### src/rtl/ef_spi_mc_pkg.sv
// Shared types and sizing helpers for the multi-chip-select SPI master.
package ef_spi_mc_pkg;

  typedef enum logic [2:0] {
    IDLE,
    LEAD,
    SHIFT,
    TRAIL,
    GAP
  } state_t;

  localparam int DW_MIN  = 4;
  localparam int DW_MAX  = 32;
  localparam int NCS_MIN = 1;
  localparam int NCS_MAX = 8;

  function automatic int level_w(input int faw);
    return faw + 1;
  endfunction

  function automatic int cs_w(input int ncs);
    return (ncs > 1) ? $clog2(ncs) : 1;
  endfunction

endpackage

### src/rtl/ef_spi_mc_fifo.sv
// Synchronous first-word-fall-through FIFO; push on full and pop on empty are ignored.
module ef_spi_mc_fifo
  import ef_spi_mc_pkg::*;
#(
  parameter int DW  = 8,
  parameter int FAW = 3
) (
  input  logic                    clk,
  input  logic                    rst,
  input  logic                    push,
  input  logic [DW-1:0]           wdata,
  input  logic                    pop,
  output logic [DW-1:0]           rdata,
  output logic                    full,
  output logic                    empty,
  output logic [level_w(FAW)-1:0] level
);

  localparam int DEPTH = 2 ** FAW;

  logic [DW-1:0]  mem [DEPTH];
  logic [FAW-1:0] wr_ptr;
  logic [FAW-1:0] rd_ptr;
  logic           push_ok;
  logic           pop_ok;

  assign full    = (level == {1'b1, {FAW{1'b0}}});
  assign empty   = (level == '0);
  assign push_ok = push && !full;
  assign pop_ok  = pop && !empty;
  // Head reads as zero while empty so the output is defined after reset.
  assign rdata   = empty ? '0 : mem[rd_ptr];

  always_ff @(posedge clk) begin
    if (push_ok) mem[wr_ptr] <= wdata;
  end

  always_ff @(posedge clk or posedge rst) begin
    if (rst) begin
      wr_ptr <= '0;
      rd_ptr <= '0;
      level  <= '0;
    end else begin
      if (push_ok) wr_ptr <= wr_ptr + 1'b1;
      if (pop_ok)  rd_ptr <= rd_ptr + 1'b1;
      case ({push_ok, pop_ok})
        2'b10:   level <= level + 1'b1;
        2'b01:   level <= level - 1'b1;
        default: level <= level;
      endcase
    end
  end

endmodule

### src/rtl/ef_spi_mc_master.sv
// SPI master with N chip selects, CPOL/CPHA modes, SCK divider and TX/RX FIFOs.
// Optional LSB-first support is built when EF_SPI_MC_LSBF_EN is defined.
module ef_spi_mc_master
  import ef_spi_mc_pkg::*;
#(
  parameter int DW  = 8,
  parameter int NCS = 4,
  parameter int FAW = 3
) (
  input  logic                    CLK,
  input  logic                    RESET,
  input  logic                    enable,
  input  logic                    cpol,
  input  logic                    cpha,
`ifdef EF_SPI_MC_LSBF_EN
  input  logic                    lsbf,
`endif
  input  logic [7:0]              clk_div,
  input  logic [cs_w(NCS)-1:0]    cs_sel,
  input  logic                    cs_hold,
  input  logic [DW-1:0]           tx_data,
  input  logic                    tx_wr,
  input  logic                    rx_rd,
  output logic [DW-1:0]           rx_data,
  output logic                    tx_full,
  output logic                    tx_empty,
  output logic                    rx_full,
  output logic                    rx_empty,
  output logic [level_w(FAW)-1:0] tx_level,
  output logic [level_w(FAW)-1:0] rx_level,
  output logic                    busy,
  output logic                    done,
  output logic                    rx_ovf,
  input  logic                    MSI,
  output logic                    MSO,
  output logic                    SCK,
  output logic [NCS-1:0]          SSn
);

  localparam int CSW = cs_w(NCS);
  localparam int EW  = $clog2(2 * DW) + 1;
  localparam logic [EW-1:0] LAST_HP  = EW'(2 * DW - 1);
  localparam logic [EW-1:0] LAST_EDG = EW'(2 * DW);

  state_t         state;
  logic [7:0]     cnt;
  logic [7:0]     div_l;
  logic [EW-1:0]  hcnt;
  logic [EW-1:0]  e_num;
  logic           cpha_l;
  logic           lsbf_l;
  logic           lsbf_w;
  logic [DW-1:0]  tx_sh;
  logic [DW-1:0]  rx_sh;
  logic [DW-1:0]  tx_head;
  logic           hp_end;
  logic           start;
  logic           rx_push;
  logic           edge_now;
  logic           sample;
  logic           shift;

`ifdef EF_SPI_MC_LSBF_EN
  assign lsbf_w = lsbf;
`else
  assign lsbf_w = 1'b0;
`endif

  function automatic logic [NCS-1:0] cs_decode(input logic [CSW-1:0] sel);
    for (int i = 0; i < NCS; i++) cs_decode[i] = (sel != CSW'(i));
  endfunction

  ef_spi_mc_fifo #(.DW(DW), .FAW(FAW)) u_tx_fifo (
    .clk(CLK), .rst(RESET), .push(tx_wr), .wdata(tx_data), .pop(start),
    .rdata(tx_head), .full(tx_full), .empty(tx_empty), .level(tx_level)
  );

  ef_spi_mc_fifo #(.DW(DW), .FAW(FAW)) u_rx_fifo (
    .clk(CLK), .rst(RESET), .push(rx_push), .wdata(rx_sh), .pop(rx_rd),
    .rdata(rx_data), .full(rx_full), .empty(rx_empty), .level(rx_level)
  );

  // Edge e (1..2*DW) closes half-period e-1; LEAD is half-period 0 and the
  // last SHIFT half-period closes without an edge, leaving SCK at idle.
  assign hp_end   = (cnt == 8'd0);
  assign start    = enable && !tx_empty &&
                    ((state == IDLE) || ((state == TRAIL) && hp_end && cs_hold));
  assign rx_push  = (state == SHIFT) && hp_end && (hcnt == LAST_HP);
  assign e_num    = (state == LEAD) ? EW'(1) : hcnt + EW'(2);
  assign edge_now = hp_end && ((state == LEAD) || ((state == SHIFT) && (hcnt != LAST_HP)));
  assign sample   = edge_now && (e_num[0] ^ cpha_l);
  assign shift    = edge_now && (cpha_l ? (e_num[0] && (e_num != EW'(1)))
                                        : (!e_num[0] && (e_num != LAST_EDG)));
  assign busy     = (state != IDLE);

  always_ff @(posedge CLK) begin
    if (start)      tx_sh <= tx_head;
    else if (shift) tx_sh <= lsbf_l ? (tx_sh >> 1) : (tx_sh << 1);
    if (sample)     rx_sh <= lsbf_l ? {MSI, rx_sh[DW-1:1]} : {rx_sh[DW-2:0], MSI};
  end

  always_ff @(posedge CLK or posedge RESET) begin
    if (RESET) begin
      state  <= IDLE;
      cnt    <= '0;
      div_l  <= '0;
      hcnt   <= '0;
      cpha_l <= 1'b0;
      lsbf_l <= 1'b0;
      SCK    <= 1'b0;
      MSO    <= 1'b0;
      SSn    <= '1;
      done   <= 1'b0;
      rx_ovf <= 1'b0;
    end else begin
      done   <= 1'b0;
      rx_ovf <= 1'b0;
      if (start) begin
        state  <= LEAD;
        cnt    <= clk_div;
        div_l  <= clk_div;
        cpha_l <= cpha;
        lsbf_l <= lsbf_w;
        SCK    <= cpol;
        SSn    <= cs_decode(cs_sel);
        MSO    <= lsbf_w ? tx_head[0] : tx_head[DW-1];
      end else begin
        if (shift) MSO <= lsbf_l ? tx_sh[1] : tx_sh[DW-2];
        case (state)
          IDLE: SCK <= cpol;
          LEAD: begin
            if (hp_end) begin
              state <= SHIFT;
              hcnt  <= '0;
              cnt   <= div_l;
              SCK   <= ~SCK;
            end else begin
              cnt <= cnt - 8'd1;
            end
          end
          SHIFT: begin
            if (hp_end) begin
              cnt <= div_l;
              if (hcnt == LAST_HP) begin
                state  <= TRAIL;
                done   <= 1'b1;
                rx_ovf <= rx_full;
              end else begin
                hcnt <= hcnt + 1'b1;
                SCK  <= ~SCK;
              end
            end else begin
              cnt <= cnt - 8'd1;
            end
          end
          TRAIL: begin
            if (hp_end) begin
              state <= GAP;
              cnt   <= div_l;
              SSn   <= '1;
            end else begin
              cnt <= cnt - 8'd1;
            end
          end
          GAP: begin
            if (hp_end) state <= IDLE;
            else        cnt   <= cnt - 8'd1;
          end
          default: state <= IDLE;
        endcase
      end
    end
  end

endmodule
### config.mk
export PLATFORM = sky130hd
export DESIGN_NAME = ef_spi_mc_master
export DESIGN_NICKNAME = d
export VERILOG_FILES = /design/src/rtl/ef_spi_mc_pkg.sv /design/src/rtl/ef_spi_mc_fifo.sv /design/src/rtl/ef_spi_mc_master.sv
export SDC_FILE = /design/constraint.sdc
export NUM_CORES = 1
export LEC_CHECK = 0
export CAP_MARGIN = 20
export CELL_PAD_IN_SITES_DETAIL_PLACEMENT = 1
export CELL_PAD_IN_SITES_GLOBAL_PLACEMENT = 1
export CORE_UTILIZATION = 50
export DETAILED_ROUTE_END_ITERATION = 12
export GPL_TIMING_DRIVEN = 0
export PLACE_DENSITY_LB_ADDON = 0.12
export SLEW_MARGIN = 40
export SYNTH_ARGS = -nofsm -noshare
export SYNTH_HDL_FRONTEND = slang
export SYNTH_HIERARCHICAL = 1
export SYNTH_SLANG_ARGS = --single-unit
export TNS_END_PERCENT = 10
### constraint.sdc
create_clock -name CLK -period 3.6 [get_ports CLK]
set_input_delay 0.54 -clock CLK [delete_from_list [all_inputs] [get_ports CLK]]
set_output_delay 0.54 -clock CLK [all_outputs]
set_load 0.02 [all_outputs]
; Word level (Yosys, flattened, before mapping)
; Memory sizes are Yosys's and may differ from the RTL's.
; Cells that the tools add are included.
[word_totals]
inputBits = 27
out_inout_bits = 29
memories = 2
ff_bits = 68
ramBits = 128
[op_classes]
bitwise = 3
addsub = 11
n_eq_ne = 28
reduce_logical = 43
mux = 45
[mem_list]
columns = memory, words, width, read_ports, rd_clocked_by_memory_dff, write_ports, line
row1 = u_rx_fifo.mem, 8, 8, 1, 0, 1, ef_spi_mc_fifo.sv:21  ; logic [DW-1:0] mem [DEPTH];
row2 = u_tx_fifo.mem, 8, 8, 1, 0, 1, ef_spi_mc_fifo.sv:21
[ops]
columns = operator, n
row1 = 8-bit two-way mux, 5
row2 = "3-bit by 2-bit inequality test with 1-bit output, second input constant", 7
row3 = 5-bit two-way mux, 4
row4 = 1-bit two-way mux, 19
row5 = 3-bit two-way mux, 6
row6 = 1-bit logical AND, 16
row7 = 4-bit case mux with 2 select lines, 2
row8 = 8-bit case mux with 2 select lines, 1
row9 = 3-bit case mux with 5 select lines, 1
row10 = 7-bit two-way mux, 2
row11 = 2-bit nonzero test, 7
row12 = "3-bit by 1-bit adder with 3-bit output, second input constant", 4
row13 = 4-bit two-way mux, 3
row14 = "2-bit inequality test, second input constant", 5
row15 = 5-bit case mux with 2 select lines, 1
row16 = "4-bit by 1-bit adder with 4-bit output, second input constant", 2
row17 = "4-bit equality test, second input constant", 2
row18 = 4-bit zero test, 2
row19 = 8-bit zero test, 1
row20 = "4-bit by 1-bit subtractor with 4-bit output, second input constant", 2
row21 = "8-bit by 1-bit subtractor with 8-bit output, second input constant", 1
row22 = "3-bit by 2-bit equality test with 1-bit output, second input constant", 2
row23 = 6-bit AND reduction, 1
row24 = 3-bit nonzero test, 2
row25 = 22 further kinds, 32

; Depth between registers and ports, before layout
; Gate-level depths: netlist of run 1.
[logic_depth]
depth_word = 8
mapped_depth = 17

; Modules after synthesis
; Netlist of run 1, hierarchy kept.
[modules_own_cells]
columns = mod, area_each_um2, n_inst, seq_area_each_um2, cells_each
row1 = ef_spi_mc_fifo, 3054.2, 2, 2172.1, 160
row2 = ef_spi_mc_master, 2463.6, 1, 1281.2, 262

; Worst setup path before layout of run 1
; Ideal clock, no wire load.
[synth_timing]
kind = flip-flop to flip-flop
start = register u_tx_fifo.level[1]
end = register u_tx_fifo.level[3]
path_stages_with_launch = 17
period_less_slack_ns = 3.543
required_ns = 3.510
arrival_time_ns = 3.453
slack_ns = 0.057
cell_sequence = dfrtp_1 buf_6 or4_4 inv_1 nor2b_1 nand4_1 a21o_1 buf_2 inv_2 buf_2 nand2_1 inv_1 ha_1 clkbuf_1 or4b_2 a21o_1 o221ai_1
[synth_via]
elab_chain_len = 7
word_cells_on_any_way = 14
cone_classes = add/sub: 2 / eq/ne: 3 / mux: 1 / reduce/logical: 8
[synth_lines]
columns = element, line
row1 = "start, declared", ef_spi_mc_fifo.sv:16  ; output logic [level_w(FAW)-1:0] level
row2 = "start signal, assigned", ef_spi_mc_fifo.sv:47  ; 2'b10: level <= level + 1'b1;
row3 = "start signal, assigned", ef_spi_mc_fifo.sv:48  ; 2'b01: level <= level - 1'b1;
row4 = "start signal, assigned", ef_spi_mc_fifo.sv:49  ; default: level <= level;
row5 = 4-bit zero test *, ef_spi_mc_fifo.sv:28  ; assign empty = (level == '0);
row6 = named net tx_empty, ef_spi_mc_master.sv:26  ; output logic tx_empty,
row7 = 1-bit zero test *, ef_spi_mc_master.sv:86  ; assign start = enable && !tx_empty &&
row8 = 1-bit logical AND * (2 in a row), ef_spi_mc_master.sv:86
row9 = named net start, ef_spi_mc_master.sv:57  ; logic start;
row10 = 1-bit logical AND *, ef_spi_mc_fifo.sv:30  ; assign pop_ok = pop && !empty;
row11 = named net u_tx_fifo.pop_ok, ef_spi_mc_fifo.sv:25  ; logic pop_ok;
row12 = 2-bit by 1-bit equality test with 1-bit output / 2-bit equality test (equally long branches), ef_spi_mc_fifo.sv:46  ; case ({push_ok, pop_ok})
row13 = 4-bit case mux with 2 select lines / 2-bit nonzero test (equally long branches), n/a
; The timed path passes the listed nets; every way through them passes the cells marked *.
; A chain may end at the register's enable or synchronous reset.

; Worst setup path after layout of run 1
[layout_timing]
start = register u_tx_fifo.level[1]
end = register u_tx_fifo.level[3]
[layout_via]
elab_chain_len = 7
word_cells_on_any_way = 14
cone_classes = add/sub: 2 / eq/ne: 3 / mux: 1 / reduce/logical: 8
[layout_lines]
columns = element, line
row1 = 4-bit zero test *, ef_spi_mc_fifo.sv:28
row2 = 1-bit zero test *, "ef_spi_mc_fifo.sv:30, ef_spi_mc_master.sv:86"
row3 = 1-bit logical AND (2 in a row), ef_spi_mc_master.sv:86
row4 = 1-bit logical AND *, ef_spi_mc_fifo.sv:30
row5 = named net u_tx_fifo.pop_ok, ef_spi_mc_fifo.sv:25
row6 = 2-bit by 1-bit equality test with 1-bit output / 2-bit equality test (equally long branches), ef_spi_mc_fifo.sv:46
row7 = 4-bit case mux with 2 select lines / 2-bit nonzero test (equally long branches), n/a
; Marks and branches as above.

==> results.md, run 1 <==
* Longest Clk Path Bufs at 2
* Synthesis Warnings at 6
* GR Util All Layers at 0.235
* Worst endpoint data arrival time at 3760 ps
* Worst-path clk slew at 70 ps
* Placed cells at 857
* Reg power frac at 0.399
* # DRC at 0
* Final Wtd Congestion at 0.828
* Post-synth ARST share at 0.270
* GRT overflow at 0
* Max-cap violations at 0
* P_sw at 0.00258 W
* Iter 0 DRT Violations at 241
* R2R cell count at 14
* Peak Freq at 292 MHz
* Number of enable flip-flop cells after synthesis at 143
* Worst r2r dst: u_tx_fifo/level[3]
* Core area at 16600 um^2
* HP Class: flip-flop to flip-flop
* Hold Path Stages at 2
* Die height at 133 um
* Die X at 133 um
* Internal power at 0.00516 W
* Reg2reg setup slack at 180 ps
* Clock share of power at 0.253
* Yosys reg bits at 196
* Vias/cell at 5.84
* Clk root buf: clkbuf_16
* Hold-fix buffers, CTS at 0
* Max Slew Vio Count at 0
* # diodes at 0
* Routed wire per std cell at 21.9 um
* CP max stage delay at 690 ps
* Detailed Routing Iterations Pass 1 at 4
* Most numerous cell in the Yosys netlist: edfxtp_1
* I/O pins at 56
* Slew @ Worst Pin at 838 ps
* Crit. Startpoint: u_tx_fifo/level[1]
* Mean Syn Cell Area at 14.7 um^2
* Type of origin of the critical path: flip-flop
* Worst rel slew slack at 0.438
* Dominant synthesized flop cell: edfxtp_1
* Num CTS Buffers at 17
* Crit. End Element: flip-flop
* Layout Nets at 697
* Area after DPL at 9430 um^2
* Final setup viols at 0
* Final Critical Period at 3420 ps
* Hpwl dp at 13100 um
* Critical-path cell list: buf_6 > or4_4 > inv_1 > nor2b_1 > nand4_1 > a21o_1 > clkbuf_4 > inv_6 > nand2_1 > inv_1 > ha_2 > or4b_2 > a21o_1 > o221ai_1
* Most frequent cells after synthesis: edfxtp_1, nand2_1, dfrtp_1
* Clock sink count at 196
* Routed WL at 19400 um
* First-pass GRT wire length at 31000 um
* Area contributors post-synth: edfxtp_1, dfrtp_1, mux4_2
* Hold wc startpoint: div_l[3]
* Total die area at 17700 um^2
* Comb power frac at 0.347
* Initial Utilization at 0.515
* Leakage at 3.66 nW
* Slowest CP cell: or4b_2
* Tcrit/Tclk final at 0.951
* I/O Buffers at 55
* Finished Layout Cells at 889
* Synth Cell Area at 8570 um^2
* Share of layout cells above drive strength 1 at 0.205
* TritonCTS clock tree: done
* Syn nets at 623
* Worst EP required at 3940 ps
* Crit Path Class: flip-flop to flip-flop
* Sequential fraction of the synthesis area at 0.656
* Clk_lat worst skew at 430 ps
* Max FO, Critical Path at 13
* Htree depth at 4
* Vias at 5191
* Synthesis-to-layout area growth at 17.9%
* RSZ-0062 raised after global routing: false
* Hold EP: div_l[3]
* Final clock skew at 8.97 ps
* Yosys cell types at 65
* Post-synthesis cell count at 582
* Post-DRT Antenna Nets at 0
* Hold violation count in the final report at 0
* VDD IR max at 428 uV
* Post-synth top area cell: edfxtp_1
* Row count at 47
* Initial antenna violation count at 0
* Post-route cell area at 10100 um^2
* Power Dens Cells at 766 nW/um^2
* Sw Share at 0.334
* Status: complete, no violations
* Reg-to-reg critical path startpoint: u_tx_fifo/level[1]
* Top cell type's share of synthesized area at 0.501
* FILL cells at 1578
* Vias in the first global route at 5616
* Largest net degree at the start of global routing at 34
## flip-flops by register name, indices dropped and copies added (netlist names), 3 cells and up
signal	count
rx_sh	8
tx_sh	7
cnt	8
hcnt	5
u_tx_fifo/wr_ptr	3
u_rx_fifo/wr_ptr	3
SSn	4
u_rx_fifo/level	4
state	3
u_rx_fifo/mem	64
u_tx_fifo/mem	64
div_l	8
u_rx_fifo/rd_ptr	3
u_tx_fifo/level	4
u_tx_fifo/rd_ptr	3
## metal layers
layer	GRT usage	up-vias	share of wire
met5	0	-	0
met4	0.0715	0	0.012
met3	0.0364	19	0.024
met2	0.415	91	0.54
met1	0.299	2714	0.42
li1	-	2367	-
## final cells by class
type | instances | area [um^2] | area share
buffer | 25 | 146 | 0.0145
clock buffer | 17 | 425 | 0.0421
clock inverter | 15 | 185 | 0.0183
inverter | 22 | 88.8 | 0.00879
multi-input combinational | 337 | 2790 | 0.276
sequential | 196 | 5630 | 0.557
tap | 220 | 275 | 0.0272
timing repair buffer | 57 | 566 | 0.0560
## worst max path at each step
| stage | to | slack [ps] | depth (start not counted) |
|---|---|---|---|
| final | u_tx_fifo/level[3] | 180 | 14 |
| after detailed placement | u_tx_fifo/level[3] | -380 | 14 |
| after global routing | u_tx_fifo/level[3] | 9 | 13 |
| after CTS | u_tx_fifo/level[3] | 40 | 14 |
| after global placement | u_rx_fifo/level[3] | -420 | 11 |
| after floorplan | u_tx_fifo/level[3] | 60 | 16 |
## power groups by stage
stage	Combinational (W)	Sequential, W	Clock (W)
finish	0.00269	0.00309	0.00196
global route	0.00291	0.00313	0.00208
CTS	0.00270	0.00309	0.00200
detailed placement	0.00267	0.00313	0
floorplan	0.00175	0.00314	0
global placement	0.00257	0.00309	0
## cell usage in the layout (no fill, tap or decap), types with 4 or more instances in the layout
| master | instances |
|---|---|
| nand2b_1 | 9 |
| inv_8 | 7 |
| a21oi_1 | 11 |
| o32a_1 | 5 |
| nor3_1 | 5 |
| edfxtp_1 | 143 |
| ha_1 | 11 |
| buf_4 | 4 |
| inv_1 | 19 |
| xnor2_1 | 14 |
| clkbuf_16 | 17 |
| a22o_1 | 15 |
| a21o_1 | 4 |
| nor2_1 | 28 |
| nand3b_1 | 6 |
| and2_1 | 4 |
| clkdlybuf4s50_1 | 55 |
| nand3_1 | 9 |
| xor2_1 | 6 |
| clkbuf_1 | 7 |
| dfrtp_1 | 48 |
| dfstp_2 | 4 |
| buf_6 | 4 |
| nor2b_1 | 4 |
| a31oi_1 | 7 |
| nand2_1 | 67 |
| nor3_2 | 5 |
| mux4_2 | 32 |
| nor2_2 | 8 |
| o21ai_0 | 17 |
| mux2_2 | 6 |
| buf_2 | 7 |
## cells by family (layout without fill, tap and decap cells)
| logic type | count (synthesis) | count (layout) | synth area share |
|---|---|---|---|
| and+or+nand+nor | 177 | 177 | 0.106 |
| adders and majority gates | 14 | 14 | 0.0204 |
| muxes | 41 | 41 | 0.0955 |
| DFF | 196 | 196 | 0.656 |
| xor gates and xnor gates | 20 | 20 | 0.0204 |
| buffers and inverters | 49 | 136 | 0.0274 |
| AOI/OAI and AO/OA | 85 | 85 | 0.0737 |
## critical path, delay by kind of cell, from the launching register on
kind	cells	cell delay [ps]
flops	1	380
compound gates	3	370
buf+inv	5	650
simple gates	5	1570
fa+ha+maj	1	340
## through the flow
| step | TNS [ps] | hold slack [ps] | setup WS [ps] | total power (W) | utilization |
|---|---|---|---|---|---|
| finish | 0 | 488 | 177 | 0.00774 | 0.607 |
| global route | 0 | 514 | 9.08 | 0.00813 | 0.607 |
| CTS | 0 | 488 | 37.8 | 0.00780 | 0.604 |
| detailed placement | -620 | 471 | -378 | 0.00579 | 0.566 |
| global placement | -7130 | 462 | -418 | 0.00566 | 0.565 |
| floorplan | 0 | 380 | 57.2 | 0.00489 | - |
## timing repair
item	CTS	global route
endpoints found under the setup margin	2	3
buffers inserted	0	2
gates resized for setup	5	6
pin swaps	0	1
Power figures use the tool's default switching activity.
==> inputs of run 2 (changes only) <==
--- a/config.mk
+++ b/config.mk
@@ -6,15 +6,12 @@
 export NUM_CORES = 1
 export LEC_CHECK = 0
 export CAP_MARGIN = 20
-export CELL_PAD_IN_SITES_DETAIL_PLACEMENT = 1
-export CELL_PAD_IN_SITES_GLOBAL_PLACEMENT = 1
-export CORE_UTILIZATION = 50
+export CORE_UTILIZATION = 59
 export DETAILED_ROUTE_END_ITERATION = 12
 export GPL_TIMING_DRIVEN = 0
 export PLACE_DENSITY_LB_ADDON = 0.12
 export SLEW_MARGIN = 40
 export SYNTH_ARGS = -nofsm -noshare
 export SYNTH_HDL_FRONTEND = slang
-export SYNTH_HIERARCHICAL = 1
 export SYNTH_SLANG_ARGS = --single-unit
 export TNS_END_PERCENT = 10
==> results.md, run 2 <==
* Status: complete, no violations (unchanged)
* Max-cap violations at 0 (unchanged)
* Core area at 13900 um^2 (was 16600 um^2)
* Final Wtd Congestion at 0.903 (was 0.828)
* Worst r2r dst: u_rx_fifo.level[3] (was u_tx_fifo/level[3])
* Yosys reg bits at 196 (unchanged)
* Max FO, Critical Path at 10 (was 13)
* Most frequent cells in the layout: edfxtp_1, nand2_1, clkdlybuf4s50_1 (unchanged)
* Reg-to-reg critical path startpoint: cnt[0] (was u_tx_fifo/level[1])
* Post-synth ARST share at 0.270 (unchanged)
* Slowest CP cell: clkdlybuf4s50_1 (was or4b_2)
* Crit Path Class: flip-flop to output port (was flip-flop to flip-flop)
* Worst rel slew slack at 0.457 (was 0.438)
* Detailed Routing Iterations Pass 1 at 4 (unchanged)
* Total die area at 14800 um^2 (was 17700 um^2)
* Type of origin of the critical path: flip-flop (unchanged)
* Mean Syn Cell Area at 14.7 um^2 (about the same)
* Row count at 43 (was 47)
* Vias at 4930 (was 5191)
* HP Class: input port to async pin (was flip-flop to flip-flop)
* Clock sink count at 196 (unchanged)
* Max Slew Vio Count at 0 (unchanged)
* Dominant synthesized flop cell: edfxtp_1 (unchanged)
* Total power at 0.00733 W (was 0.00774 W)
* VDD IR max at 442 uV (was 428 uV)
* Clk root buf: clkbuf_16 (unchanged)
* Clk_lat worst skew at 420 ps (was 430 ps)
* Reg2reg setup slack at 280 ps (was 180 ps)
* GR Util All Layers at 0.240 (was 0.235)
* Syn nets at 617 (was 623)
* Slew @ Worst Pin at 811 ps (was 838 ps)
* Leakage at 3.58 nW (was 3.66 nW)
* Vias in the first global route at 4986 (was 5616)
* Final core utilization at 0.708 (was 0.607)
* Routed WL at 16000 um (was 19400 um)
* GRT overflow at 0 (unchanged)
* Synthesis Warnings at 0 (was 6)
* Sequential fraction of the synthesis area at 0.667 (was 0.656)
* Initial antenna violation count at 0 (unchanged)
* Htree depth at 4 (unchanged)
* Hold violation count in the final report at 0 (unchanged)
* # DRC at 0 (unchanged)
* Layout Nets at 692 (was 697)
* Crit. End Element: output port (was flip-flop)
* Worst EP required at 3060 ps (was 3940 ps)
* Yosys cell types at 61 (was 65)
* Vias/cell at 5.85 (was 5.84)
* Tcrit/Tclk final at 0.959 (was 0.951)
* Number of enable flip-flop cells after synthesis at 143 (unchanged)
* RSZ-0062 raised after global routing: true (was false)
* Initial Utilization at 0.605 (was 0.515)
* Die X at 122 um (was 133 um)
* Largest regs: u_rx_fifo.mem (64), u_tx_fifo.mem (64) (was u_rx_fifo/mem (64), u_tx_fifo/mem (64))
* Hpwl dp at 10600 um (was 13100 um)
* Synth Cell Area at 8440 um^2 (was 8570 um^2)
* First-pass GRT wire length at 26100 um (was 31000 um)
* I/O Buffers at 55 (unchanged)
* # diodes at 0 (unchanged)
* Area contributors post-synth: edfxtp_1, dfrtp_1, mux4_2 (unchanged)
* Top cell type's share of synthesized area at 0.509 (was 0.501)
* TritonCTS clock tree: done (unchanged)
* Met2 Usage GRT at 0.403 (was 0.415)
* Power Dens Cells at 742 nW/um^2 (was 766 nW/um^2)
* Worst endpoint data arrival time at 2910 ps (was 3760 ps)
* GR peak layer: met2 (unchanged)
* FILL cells at 924 (was 1578)
* Most numerous cell in the Yosys netlist: edfxtp_1 (unchanged)
* Final clock skew at 6.80 ps (was 8.97 ps)
* I/O pins at 56 (unchanged)
* Most frequent cells after synthesis: edfxtp_1, nand2_1, dfrtp_1 (unchanged)
* Final setup TNS at 0 ps (unchanged)
* Post-DRT Antenna Nets at 0 (unchanged)
* CP max stage delay at 570 ps (was 690 ps)
* Peak Freq at 290 MHz (was 292 MHz)
* Post-synthesis cell count at 575 (was 582)
* Die height at 122 um (was 133 um)
* Largest net degree at the start of global routing at 28 (was 34)
* Post-synth top area cell: edfxtp_1 (unchanged)
* Num CTS Buffers at 17 (unchanged)
* Share of layout cells above drive strength 1 at 0.175 (was 0.205)
* Synthesis-to-layout area growth at 17.0% (was 17.9%)
* Iter 0 DRT Violations at 373 (was 241)
* Critical-path cell list: buf_1 > clkbuf_1 > mux4_2 > mux2i_1 > nor2_1 > clkdlybuf4s50_1 (was buf_6 > or4_4 > inv_1 > nor2b_1 > nand4_1 > a21o_1 > clkbuf_4 > inv_6 > nand2_1 > inv_1 > ha_2 > or4b_2 > a21o_1 > o221ai_1)
* Final Critical Period at 3450 ps (was 3420 ps)
* Final setup viols at 0 (unchanged)
* Met3 usage at 0.0403 (was 0.0364)
* Longest Clk Path Bufs at 2 (unchanged)
* R2R cell count at 15 (was 14)
* Met1 Usage GRT at 0.320 (was 0.299)
* Worst-path clk slew at 70 ps (about the same)
* Routed wire per std cell at 18.9 um (was 21.9 um)
* Leading cell type in the layout, fill and taps excluded: edfxtp_1 (unchanged)
* Hold-fix buffers, CTS at 0 (unchanged)
-- run 2: changes by cell type after synthesis, moves of 4 or more --
cell and delta:
o32a_1 -4, o21ai_0 -8, mux2i_1 +15, nand3b_1 -4
a22o_1 -12, nand2_1 +7, o21ai_1 +16, a21oi_1 +8
inv_1 -6, nand3_1 -4
-- run 2: area by class of cell --
type,instances,area [um^2],area share
Sequential cell,196,5630,0.570
Multi-Input combinational cell,336,2700,0.274
Timing Repair Buffer,57,578,0.0586
Clock buffer,19,433,0.0439
Tap cell,180,225,0.0228
Clock inverter,13,124,0.0125
Buffer,25,119,0.0120
Inverter,17,66.3,0.00672
-- run 2: power by group --
| group | total (W) | internal [W] | switching, W |
|---|---|---|---|
| Combinational | 0.00245 | 0.00118 | 0.00126 |
| Clock | 0.00179 | 0.000967 | 0.000821 |
| Sequential | 0.00310 | 0.00281 | 0.000288 |
-- run 2: how the worst max path moves through the flow --
stage | cells past startpoint | end | from
after CTS | 6 | rx_data[3] | u_rx_fifo.rd_ptr[1]
after global placement | 6 | rx_sh[0] | cs_hold
after global routing | 6 | rx_data[3] | u_rx_fifo.rd_ptr[1]
after floorplan | 10 | u_rx_fifo.level[3] | u_rx_fifo.level[0]
final | 6 | rx_data[3] | u_rx_fifo.rd_ptr[1]
after detailed placement | 15 | u_tx_fifo.level[2] | cnt[0]
-- run 2: logic make-up (layout without fill, tap and decap cells) --
kind of cell | after synthesis | after routing | synth area share
AOI/OAI and AO/OA | 74 | 74 | 0.0540
xor gates and xnor gates | 20 | 20 | 0.0208
adders and majority gates | 15 | 15 | 0.0231
buffers and inverters | 43 | 131 | 0.0222
DFF | 196 | 196 | 0.667
muxes | 55 | 55 | 0.113
and+or+nand+nor | 172 | 172 | 0.0997
-- run 2: routing by layer --
| layer | wire length [um] | part of all wire | vias up |
|---|---|---|---|
| met5 | 0 | 0 | - |
| met4 | 252 | 0.016 | 0 |
| met3 | 709 | 0.044 | 20 |
| met2 | 8280 | 0.52 | 152 |
| met1 | 6730 | 0.42 | 2464 |
| li1 | - | - | 2294 |
-- run 2: stage by stage --
stage | hold slack [ps] | setup slack [ps] | std cells | instance area, um^2
global route | 476 | -29.2 | 843 | 9870
global placement | 458 | -56.4 | 810 | 9210
CTS | 457 | 102 | 844 | 9850
floorplan | 437 | 644 | 575 | 8440
detailed placement | 460 | 187 | 812 | 9300
finish | 451 | 147 | 843 | 9870
-- run 2: critical path, delay by kind of cell, from the launching register on --
kind	cells	cell delay [ps]
DFF	1	360
buffers and inverters	3	1500
muxes	2	560
and+or+nand+nor	1	80
-- run 2: repair_timing --
item / 4_1_cts / 5_1_grt
gates resized for setup: 0 / 1
endpoints found under the setup margin: 0 / 2
setup buffers: 0 / 0
==> inputs of run 3 (changes only) <==
--- a/config.mk
+++ b/config.mk
@@ -5,6 +5,7 @@
 export SDC_FILE = /design/constraint.sdc
 export NUM_CORES = 1
 export LEC_CHECK = 0
+export ABC_AREA = 1
 export CAP_MARGIN = 20
 export CORE_UTILIZATION = 59
 export DETAILED_ROUTE_END_ITERATION = 12
==> results.md, run 3 <==
* Final setup TNS at 0 ps (unchanged)
* Reg-to-reg critical path startpoint: cnt[0] (unchanged)
* FILL cells at 1003 (was 924)
* Post-DRT Antenna Nets at 0 (unchanged)
* RSZ-0062 raised after global routing: false (was true)
* Routed WL at 18000 um (was 16000 um)
* Final clock skew at 16.1 ps (was 6.80 ps)
* Final setup viols at 0 (unchanged)
* Slew @ Worst Pin at 839 ps (was 811 ps)
* Yosys reg bits at 196 (unchanged)
* Most Frequent Cell on Critical Path: nor2_1
* Critical-path cell list: clkbuf_1 > nor2_1 > o32ai_1 > o21ai_0 > nor2_1 > clkdlybuf4s50_1 (was buf_1 > clkbuf_1 > mux4_2 > mux2i_1 > nor2_1 > clkdlybuf4s50_1)
* GRT overflow at 0 (unchanged)
* Initial antenna violation count at 0 (unchanged)
* Final Wtd Congestion at 0.875 (was 0.903)
* Core area at 14000 um^2 (was 13900 um^2)
* Most frequent cells after synthesis: edfxtp_1, nor2_1, nand2_1 (was edfxtp_1, nand2_1, dfrtp_1)
* Power Dens Cells at 833 nW/um^2 (was 742 nW/um^2)
* Max FO, Critical Path at 10 (unchanged)
* Max-cap violations at 0 (unchanged)
* Die height at 122 um (about the same)
* Reg2reg setup slack at 590 ps (was 280 ps)
* Worst r2r dst: u_tx_fifo.level[2] (was u_rx_fifo.level[3])
* Mean Syn Cell Area at 10.8 um^2 (was 14.7 um^2)
* Synth Cell Area at 8520 um^2 (was 8440 um^2)
* Number of enable flip-flop cells after synthesis at 143 (unchanged)
* Clk_lat worst skew at 440 ps (was 420 ps)
* GR peak layer: met2 (unchanged)
* Worst rel slew slack at 0.439 (was 0.457)
* Leading cell type in the layout, fill and taps excluded: edfxtp_1 (unchanged)
* Total die area at 14900 um^2 (was 14800 um^2)
* Comb power frac at 0.400 (was 0.334)
* Top cell type's share of synthesized area at 0.504 (was 0.509)
* Placed cells at 1022 (was 812)
* Synthesis Warnings at 0 (unchanged)
* Synthesis-to-layout area growth at 16.8% (was 17.0%)
* Vias at 6070 (was 4930)
* First-pass GRT wire length at 29000 um (was 26100 um)
* Most numerous cell in the Yosys netlist: edfxtp_1 (unchanged)
* I/O pins at 56 (unchanged)
* HP Class: input port to async pin (unchanged)
* Dominant synthesized flop cell: edfxtp_1 (unchanged)
* Vias in the first global route at 5802 (was 4986)
* Sw Share at 0.393 (was 0.323)
* Tcrit/Tclk final at 0.917 (was 0.959)
* Met2 Usage GRT at 0.423 (was 0.403)
* Syn nets at 828 (was 617)
* Hpwl dp at 12400 um (was 10600 um)
* Worst endpoint data arrival time at 2760 ps (was 2910 ps)
* Sequential fraction of the synthesis area at 0.660 (was 0.667)
* Finished Layout Cells at 1054 (was 843)
* Initial Utilization at 0.609 (was 0.605)
* Row count at 43 (unchanged)
* Clock share of power at 0.222 (was 0.244)
* P_sw at 0.00326 W (was 0.00237 W)
* # diodes at 0 (unchanged)
* TritonCTS clock tree: done (unchanged)
* Worst-path clk slew at 70 ps (about the same)
* Num CTS Buffers at 17 (unchanged)
* Die X at 122 um (about the same)
* Longest Clk Path Bufs at 2 (unchanged)
* Reg power frac at 0.378 (was 0.422)
* Post-synth ARST share at 0.270 (unchanged)
* Area contributors post-synth: edfxtp_1, dfrtp_1, nor2_1 (was edfxtp_1, dfrtp_1, mux4_2)
* VDD IR max at 461 uV (was 442 uV)
* Htree depth at 4 (unchanged)
* I/O Buffers at 55 (unchanged)
* Crit Path Class: flip-flop to output port (unchanged)
* Peak Freq at 303 MHz (was 290 MHz)
* Max Slew Vio Count at 0 (unchanged)
* Most frequent cells in the layout: edfxtp_1, nor2_1, nand2_1 (was edfxtp_1, nand2_1, clkdlybuf4s50_1)
* Clock sink count at 196 (unchanged)
* Detailed Routing Iterations Pass 1 at 5 (was 4)
* Iter 0 DRT Violations at 518 (was 373)
* Routed wire per std cell at 17.1 um (was 18.9 um)
* Largest regs: u_rx_fifo.mem (64), u_tx_fifo.mem (64) (unchanged)
* Internal power at 0.00504 W (was 0.00496 W)
* Slowest CP cell: clkdlybuf4s50_1 (unchanged)
* Met1 Usage GRT at 0.345 (was 0.320)
* # DRC at 0 (unchanged)
* Status: complete, no violations (unchanged)
* Yosys cell types at 43 (was 61)
* Final Critical Period at 3300 ps (was 3450 ps)
* Hold-fix buffers, CTS at 0 (unchanged)
* Met3 usage at 0.0534 (was 0.0403)
* Leakage at 3.86 nW (was 3.58 nW)
* Post-synth top area cell: edfxtp_1 (unchanged)
* Vias/cell at 5.76 (was 5.85)
* Largest net degree at the start of global routing at 31 (was 28)
* Post-synthesis cell count at 786 (was 575)
* R2R cell count at 14 (was 15)
* Layout Nets at 903 (was 692)
* Share of layout cells above drive strength 1 at 0.0858 (was 0.175)
* CP max stage delay at 640 ps (was 570 ps)
* Worst EP required at 3060 ps (about the same)
* Crit. End Element: output port (unchanged)
* GR Util All Layers at 0.260 (was 0.240)
* Clk root buf: clkbuf_16 (unchanged)
* Hold violation count in the final report at 0 (unchanged)
* Type of origin of the critical path: flip-flop (unchanged)
-- run 3: cell count changes in the layout (fill, tap and decap cells not counted), moves of 9 or more --
cell	delta
o21ai_1	-14
mux2i_1	-18
nand2b_1	-12
o21ai_0	+71
nand2_1	+53
mux4_2	-32
o22ai_1	+12
nor2_1	+110
inv_1	+43
buf_2	-9
o32ai_1	+16
nand3_1	+26
-- run 3: metal layers --
| layer | share of wire | up-vias |
|---|---|---|
| met4 | 0.017 | 0 |
| met2 | 0.50 | 247 |
| met5 | 0 | - |
| li1 | - | 2884 |
| met3 | 0.064 | 35 |
| met1 | 0.42 | 2904 |
-- run 3: what timing repair did --
item                       4_1_cts  5_1_grt
setup buffers                    0        0
setup endpoints to repair        0        1
resized for setup                0        1
-- run 3: how the worst max path moves through the flow --
stage                         from                  end  slack [ps]  cells after the start
6_report       u_rx_fifo.rd_ptr[0]           rx_data[1]         300                      6
5_1_grt        u_rx_fifo.rd_ptr[0]           rx_data[3]         110                      7
4_1_cts        u_rx_fifo.rd_ptr[0]           rx_data[1]         160                      7
3_5_place_dp   u_rx_fifo.rd_ptr[0]           rx_data[1]         630                      7
3_3_place_gp               hcnt[1]  u_rx_fifo.mem[4][1]         570                      9
2_1_floorplan   u_rx_fifo.level[0]   u_rx_fifo.level[3]         810                     15
-- run 3: critical path, delay by kind of cell, from the launching register on --
family | cells | cell delay [ps]
buffers and inverters | 2 | 1120
AOI/OAI and AO/OA | 2 | 470
DFF | 1 | 460
and+or+nand+nor | 2 | 270
-- run 3: cell families after synthesis --
family / count (synthesis) / synth area share
buffers and inverters: 86 / 0.0408
AOI/OAI and AO/OA: 138 / 0.0947
adders and majority gates: 15 / 0.0229
DFF: 196 / 0.660
and+or+nand+nor: 335 / 0.165
xor gates and xnor gates: 16 / 0.0164
-- run 3: power groups by stage --
| stage | registers (W) | logic, W | clock network, W |
|---|---|---|---|
| final | 0.00314 | 0.00332 | 0.00184 |
| after global routing | 0.00318 | 0.00367 | 0.00193 |
| after CTS | 0.00313 | 0.00329 | 0.00185 |
| after detailed placement | 0.00318 | 0.00327 | 0 |
| after global placement | 0.00316 | 0.00315 | 0 |
| after floorplan | 0.00320 | 0.00211 | 0 |
-- run 3: area by class of cell --
class | instances | area [um^2] | share of cell area
clock buffer | 17 | 425 | 0.0427
multi-input combinational | 504 | 2620 | 0.263
sequential | 196 | 5630 | 0.565
tap | 180 | 225 | 0.0226
clock inverter | 15 | 146 | 0.0147
timing repair buffer | 56 | 571 | 0.0573
buffer | 24 | 116 | 0.0117
inverter | 62 | 235 | 0.0236
-- run 3: metrics by stage --
stage	instance area [um^2]	hold slack, ps	util	power, W	setup WS [ps]
after floorplan	8520	444	-	0.00532	814
after global placement	9300	458	0.665	0.00631	573
after detailed placement	9370	489	0.670	0.00645	629
after CTS	9940	428	0.711	0.00827	156
after global routing	9960	472	0.712	0.00878	109
final	9960	423	0.712	0.00830	300
